**src/rtl/instr_fetch.sv**
```systemverilog
// Instruction fetch unit: requests one word at the current PC, latches it into IR
// and advances the PC; timeouts and misaligned redirects lock into a sticky error state.
module instr_fetch #(
  parameter logic [31:0] RESET_PC = 32'h0000_0000,
  parameter int unsigned MAX_WAIT = 8
) (
  input  logic        clk,
  input  logic        reset,
  input  logic        fetch_start,
  input  logic        pc_load,
  input  logic [31:0] pc_next,
  input  logic [31:0] mem_rdata,
  input  logic        mem_ready,
  output logic        mem_req,
  output logic [31:0] mem_addr,
  output logic [31:0] pc,
  output logic [31:0] ir,
  output logic [5:0]  opcode,
  output logic        fetch_done,
  output logic        busy,
  output logic        fetch_err
);

  typedef enum logic [1:0] {
    S_IDLE,
    S_REQ,
    S_DONE,
    S_ERR
  } state_t;

  // Counter holds the number of REQ cycles already spent without mem_ready.
  localparam logic [7:0] WAIT_LAST = 8'(MAX_WAIT - 1);

  state_t      state_q, state_d;
  logic [31:0] pc_q, pc_d;
  logic [31:0] ir_q, ir_d;
  logic [7:0]  wait_q, wait_d;

  always_ff @(posedge clk or posedge reset) begin
    if (reset) begin
      state_q <= S_IDLE;
      pc_q    <= RESET_PC;
      ir_q    <= '0;
      wait_q  <= '0;
    end else begin
      state_q <= state_d;
      pc_q    <= pc_d;
      ir_q    <= ir_d;
      wait_q  <= wait_d;
    end
  end

  always_comb begin
    state_d = state_q;
    pc_d    = pc_q;
    ir_d    = ir_q;
    wait_d  = wait_q;
    case (state_q)
      S_IDLE: begin
        if (pc_load && (pc_next[1:0] != 2'b00)) begin
          state_d = S_ERR;
        end else begin
          if (pc_load) pc_d = pc_next;
          if (fetch_start) begin
            state_d = S_REQ;
            wait_d  = '0;
          end
        end
      end
      S_REQ: begin
        // A response arriving on the last allowed cycle still completes the fetch.
        if (mem_ready) begin
          ir_d    = mem_rdata;
          pc_d    = pc_q + 32'd4;
          state_d = S_DONE;
        end else if (wait_q == WAIT_LAST) begin
          state_d = S_ERR;
        end else begin
          wait_d = wait_q + 8'd1;
        end
      end
      S_DONE:  state_d = S_IDLE;
      S_ERR:   state_d = S_ERR;
      default: state_d = S_IDLE;
    endcase
  end

  assign mem_req    = (state_q == S_REQ);
  assign mem_addr   = pc_q;
  assign pc         = pc_q;
  assign ir         = ir_q;
  assign opcode     = ir_q[31:26];
  assign fetch_done = (state_q == S_DONE);
  assign busy       = (state_q == S_REQ) || (state_q == S_DONE);
  assign fetch_err  = (state_q == S_ERR);

endmodule

```
**config.mk**
```make
export PLATFORM = sky130hd
export DESIGN_NAME = instr_fetch
export DESIGN_NICKNAME = d
export VERILOG_FILES = /design/src/rtl/instr_fetch.sv
export SDC_FILE = /design/constraint.sdc
export NUM_CORES = 1
export LEC_CHECK = 0
export CAP_MARGIN = 10
export CORE_MARGIN = 4
export CORE_UTILIZATION = 35
export CTS_BUF_LIST = sky130_fd_sc_hd__clkbuf_8
export DETAILED_ROUTE_END_ITERATION = 12
export PLACE_DENSITY = 0.72
export SYNTH_ARGS = -nofsm -noshare
export SYNTH_HDL_FRONTEND = slang
export SYNTH_SLANG_ARGS = --single-unit
```
**constraint.sdc**
```tcl
create_clock -name clk -period 2.9 [get_ports clk]
set_input_delay 0.435 -clock clk [delete_from_list [all_inputs] [get_ports clk]]
set_output_delay 0.435 -clock clk [all_outputs]
set_load 0.02 [all_outputs]
```
After elaboration in Yosys (flattened, before gate mapping)
Cells that the tools add are included.
{ "word_totals": {"ff_bits": 74, "output_inout_bits": 106} }
{ "classes": {"add_sub_neg": 2, "eq_ne": 12, "muxes": 14, "reduce_logical": 9} }
{ "op_table": {"columns": ["operator", "n"], "rows": [
  ["32-bit two-way mux", 3],
  ["32-bit case mux with 2 select lines", 1],
  ["32-bit by 3-bit adder with 32-bit output (second input constant)", 1],
  ["8-bit two-way mux", 4],
  ["8-bit case mux with 2 select lines", 1],
  ["2-bit inequality test (second input constant)", 6],
  ["8-bit by 1-bit adder with 8-bit output (second input constant)", 1],
  ["8-bit by 3-bit == test with 1-bit output (second input constant)", 1],
  ["2-bit two-way mux", 4],
  ["2-bit case mux with 4 select lines", 1],
  ["5-bit AND reduction", 1],
  ["2-bit == test (second input constant)", 2],
  ["2-bit AND reduction", 2],
  ["4-bit AND reduction", 1],
  ["2-bit nonzero test", 2],
  ["3-bit by 2-bit inequality test with 1-bit output (second input constant)", 1],
  ["3-bit inequality test (second input constant)", 1],
  ["2-bit by 1-bit == test with 1-bit output (second input constant)", 1],
  ["2-bit logical NOT", 1],
  ["1-bit logical AND", 1],
  ["1-bit logical OR", 1]
]} }

Depth between registers and ports, before layout
{ "logic_depth": {"word_depth": 4, "depth_mapped": 10, "ltp_nobuf": 7} }

Worst setup path before layout
Ideal clock, no wire load.
{ "synth_timing": {"path_kind": "register to register", "start": "register state_q[1]", "end": "register wait_q[2]", "arrival_time_ns": 1.955, "path_slack_ns": 0.824, "stages_incl_launch_ff": 9, "n_path_buf": 2, "synth_period_minus_slack_ns": 2.076, "path_cell_list": "dfrtp_1 -> inv_1 -> ha_1 -> buf_6 -> and2_1 -> buf_2 -> a2111oi_4 -> nand2_1 -> a22o_1"} }
{ "synth_via": {"elab_chain_cells": 3} }
{ "synth_rtl": {"columns": ["item", "line", "rtl"], "rows": [
  ["from (decl)", "34", "state_t state_q, state_d;"],
  ["from (signal assigned)", "46", "state_q <= state_d;"],
  ["2-bit by 1-bit == test with 1-bit output (*)", null, null],
  ["named net mem_req", "14", "output logic mem_req,"],
  ["2-bit inequality test (no line) / 2-bit nonzero test (equally long branches)", null, null],
  ["5-bit AND reduction (no line)", null, null],
  ["to (signal assigned)", "49", "wait_q <= wait_d;"],
  ["to (decl)", "37", "logic [7:0] wait_q, wait_d;"]
]} }
Mark *: on every way through the listed nets, which the timed path passes. The rest lies on a longest branch.
A chain may end at the register's enable or synchronous reset.

Final worst setup path
{ "layout_timing": {"start": "register state_q[0]", "end": "register pc_q[13], in the netlist mem_addr[13]"} }
{ "layout_via": {"elab_chain_cells": 3} }
{ "layout_rtl": {"columns": ["item", "line", "rtl"], "rows": [
  ["2-bit by 1-bit == test with 1-bit output / 2-bit logical NOT (equally long branches)", "58", "case (state_q)"],
  ["2-bit inequality test (no line) / 2-bit nonzero test (equally long branches)", null, null],
  ["4-bit AND reduction (no line)", null, null],
  ["to (signal assigned)", "47", "pc_q <= pc_d;"],
  ["to (decl)", "35", "logic [31:0] pc_q, pc_d;"]
]} }
Several ways; a longest one is shown, not always the timed one.

==> metrics.csv <==
stage,metric,value,unit
status,status,"complete, no violations",
synthesis,post-synth top area share,44.03,%
global_route,largest net degree at the start of global routing,75,
setup_path,RR Startpoint,state_q[0]$_DFFE_PP0P_,
timing,Final Hold Fails,0,
route,DR vias,3797,
global_route,met1 Usage GRT,21.64,%
setup_path,Critical Path Start Type,flip-flop,
floorplan,core area,11560,um2
timing,Setup Viol. Count Final,0,
setup_path,crit path capture,mem_addr[13]$_DFFE_PP0P_,
route,drt pass-1 iters,4,
timing,Slew @ Worst Pin,0.6782,ns
route,WL final,12170,um
global_route,met3 Usage GRT,6.535,%
synthesis,"area leader, netlist",dfrtp_1,
global_route,first-pass GRT wire length,20110,um
synthesis,Mapped Area,4205,um2
synthesis,"count leader, synth",dfrtp_1,
placement,pre-CTS setup slack,0.4508,ns
global_route,Most Crowded Layer GR,met2,
layout,final layout net count,633,
clock_tree,clock tree from TritonCTS,done,
layout,layout cells sized above 1,12.63,%
timing,fin crit period,2.335,ns
setup_path,RR Endpoint,mem_addr[13]$_DFFE_PP0P_,
synthesis,post-synthesis mux area share,10.06,%
flow_run,Max Cap Viol,0,
clock_tree,post-CTS repair timing setup buffer count,0,
synthesis,post-synthesis simple-gate area fraction,19.22,%
route,routed vias/inst,5.386,
synthesis,Synth Area in Compound Gates,13.48,%
synthesis,Post-synth ARST share,100.0,%
layout,"Design Area, Final",6005,um2
synthesis,top post-synthesis cells by area,"dfrtp_1 (44%), mux2_2 (9.1%), buf_4 (7.0%)",
layout,multi-input logic area,1932,um2
power,Tot Pwr,7279,uW
floorplan,die height,117.6,um
placement,"Cell Area, Placed",5796,um2
layout,fill count,1079,
setup_path,CP startpoint,state_q[0]$_DFFE_PP0P_,
clock_tree,Clock Latency Late Sink,0.36,ns
synthesis,predominant post-synthesis flop cell,dfrtp_1,
synthesis,"FF+latch count, synth",74,
timing,Worst slew margin,54.78,%
timing,clk_skew,0.02049,ns
clock_tree,CTS resizes,0,
placement,Routability Congestion,0.7918,
floorplan,Die ar.,13830,um2
synthesis,number of distinct library cells after synthesis,55,
global_route,global-route usage over all layers,17.58,%
clock_tree,Clock Tree Buf Depth,2,
synthesis,"Avg Cell Area, Syn",9.872,um2
min_path,worst min path class,in -> async,
power,Cell Pwr Density,1212,nW/um2
synthesis,number of flops mapped to enable cells by yosys,0,
power,leak pwr,0.002398,uW
clock_tree,root buffer cell,clkbuf_8,
synthesis,largest family of logic cells by synthesized area,simple AND/OR/NAND/NOR gates,
global_route,met2 Use GR,29.28,%
layout,n_diodes,0,
route,ANT nets after route,0,
route,mean routed wirelength per cell,17.27,um
clock_tree,cts hold-fix bufs,0,
setup_path,critical path type,reg -> reg,
setup_path,Critical Path RT,3.13,ns
route,Iter 0 DRT Violations,285,
timing,RSZ-0062 raised after global routing,no,
setup_path,critical path arrival,2.56,ns
timing,Final Slew Violations,0,
clock_tree,Clock transition at path regs,0.10,ns
synthesis,post-synthesis xor/xnor area fraction,1.041,%
power,worst vdd ir,545.3,uV
timing,Fmax,428.3,MHz
placement,detailed placement HPWL,8900,um
floorplan,# rows,39,
floorplan,DIE WIDTH,117.6,um
timing,setup TNS,0,ns
global_route,initial antenna violation count,0,
synthesis,"Seq/Total Area, Yosys",44.03,%
setup_path,r2r setup slk,0.57,ns
timing,Tcrit/Tclk final,80.51,%
global_route,vias in the first global route,3985,
floorplan,initial core utilization,36.36,%
layout,area delta synth->final,42.78,%
synthesis,Adder-Cell Fraction of Synth Area,2.083,%
clock_tree,CTS Buf Count,9,
synthesis,synth cell count leaders,"dfrtp_1 (74), buf_4 (39), mux2_2 (34)",
setup_path,depth of the most critical reg-to-reg path,6,
synthesis,Syn Nets,502,
setup_path,CP Capture Type,flip-flop,
synthesis,Syn. warnings,0,
setup_path,Max Fanout on Critical Path,17,
synthesis,Mapped Cells,426,
global_route,total congestion overflow,0,
floorplan,num ports,175,
layout,Seq. cell area,1852,um2
clock_tree,clock sinks,74,
clock_tree,number of H-tree levels,3,
route,DRC Markers,0,
placement,Port Buffer Count,174,
timing,setup ws final,0.5651,ns
kinds of logic after synthesis:
logic type	count (synthesis)
fa+ha+maj	7
compound gates	86
xor+xnor	5
flops	74
mux	38
simple gates	148
buf+inv	68
layout by cell type (no fill, tap or decap), types with 5 or more instances in the layout:
cell,instances
or3_1,5
xor2_1,5
clkbuf_8,10
a21oi_1,27
ha_1,6
buf_4,6
and3_1,11
dfrtp_1,74
inv_1,6
a2bb2oi_1,9
nand4_1,17
o22ai_1,10
nand3_1,19
o21ai_0,16
nand2_1,32
nor2_1,26
mux2_2,34
clkdlybuf4s50_1,174
nor3_1,10
critical path, stage by stage (launching register included):
cell     delay [ns]
dfrtp_1        0.43
inv_1          0.12
ha_1           0.38
inv_1          0.11
o21ai_2        0.57
nor2_1         0.22
a221o_1        0.39
sequential cells by signal, indices dropped and copies added, names as in the netlist:
name and flops:
ir 32, mem_addr 32, wait_q 8, state_q 2
worst min path at each step:
stage                                     start                    end  slack (ns)  cells after the start
final                                     reset  wait_q[4]$_DFFE_PP0P_        0.50                      3
after global routing                      reset     ir[23]$_DFFE_PP0P_        0.52                      3
after CTS                                 reset  wait_q[4]$_DFFE_PP0P_        0.50                      3
after detailed placement      ir[6]$_DFFE_PP0P_      ir[6]$_DFFE_PP0P_        0.50                      1
after global placement       ir[22]$_DFFE_PP0P_     ir[22]$_DFFE_PP0P_        0.49                      1
after floorplan           wait_q[1]$_DFFE_PP0P_  wait_q[1]$_DFFE_PP0P_        0.47                      2
cell type report:
class / count / area share (%)
repair buffers: 181 / 30.09
well taps: 143 / 2.980
clock buffers: 10 / 2.292
clock inverters: 6 / 1.188
flip-flops and latches: 74 / 30.84
multi-input cells: 284 / 32.17
inverters: 7 / 0.4376
metrics by stage:
step / instances / hold WS [ns] / utilization [%]
floorplan: 426 / 0.4744 / -
global route: 705 / 0.5196 / 51.92
global placement: 689 / 0.4898 / 50.11
finish: 705 / 0.4991 / 51.92
CTS: 705 / 0.5005 / 51.92
detailed placement: 689 / 0.4956 / 50.11
per-layer routing:
layer / vias to the layer above / part of all wire (%)
met4: 0 / 1.2
met5: - / 0
met2: 171 / 49
li1: 1758 / -
met1: 1857 / 41
met3: 11 / 9.0
power breakdown:
part / total (uW) / internal, uW / switching [uW]
clock network: 864 / 431 / 433
logic: 4350 / 2090 / 2260
registers: 2070 / 1510 / 558
total: 7280 / 4030 / 3250
Power figures use the tool's default switching activity.
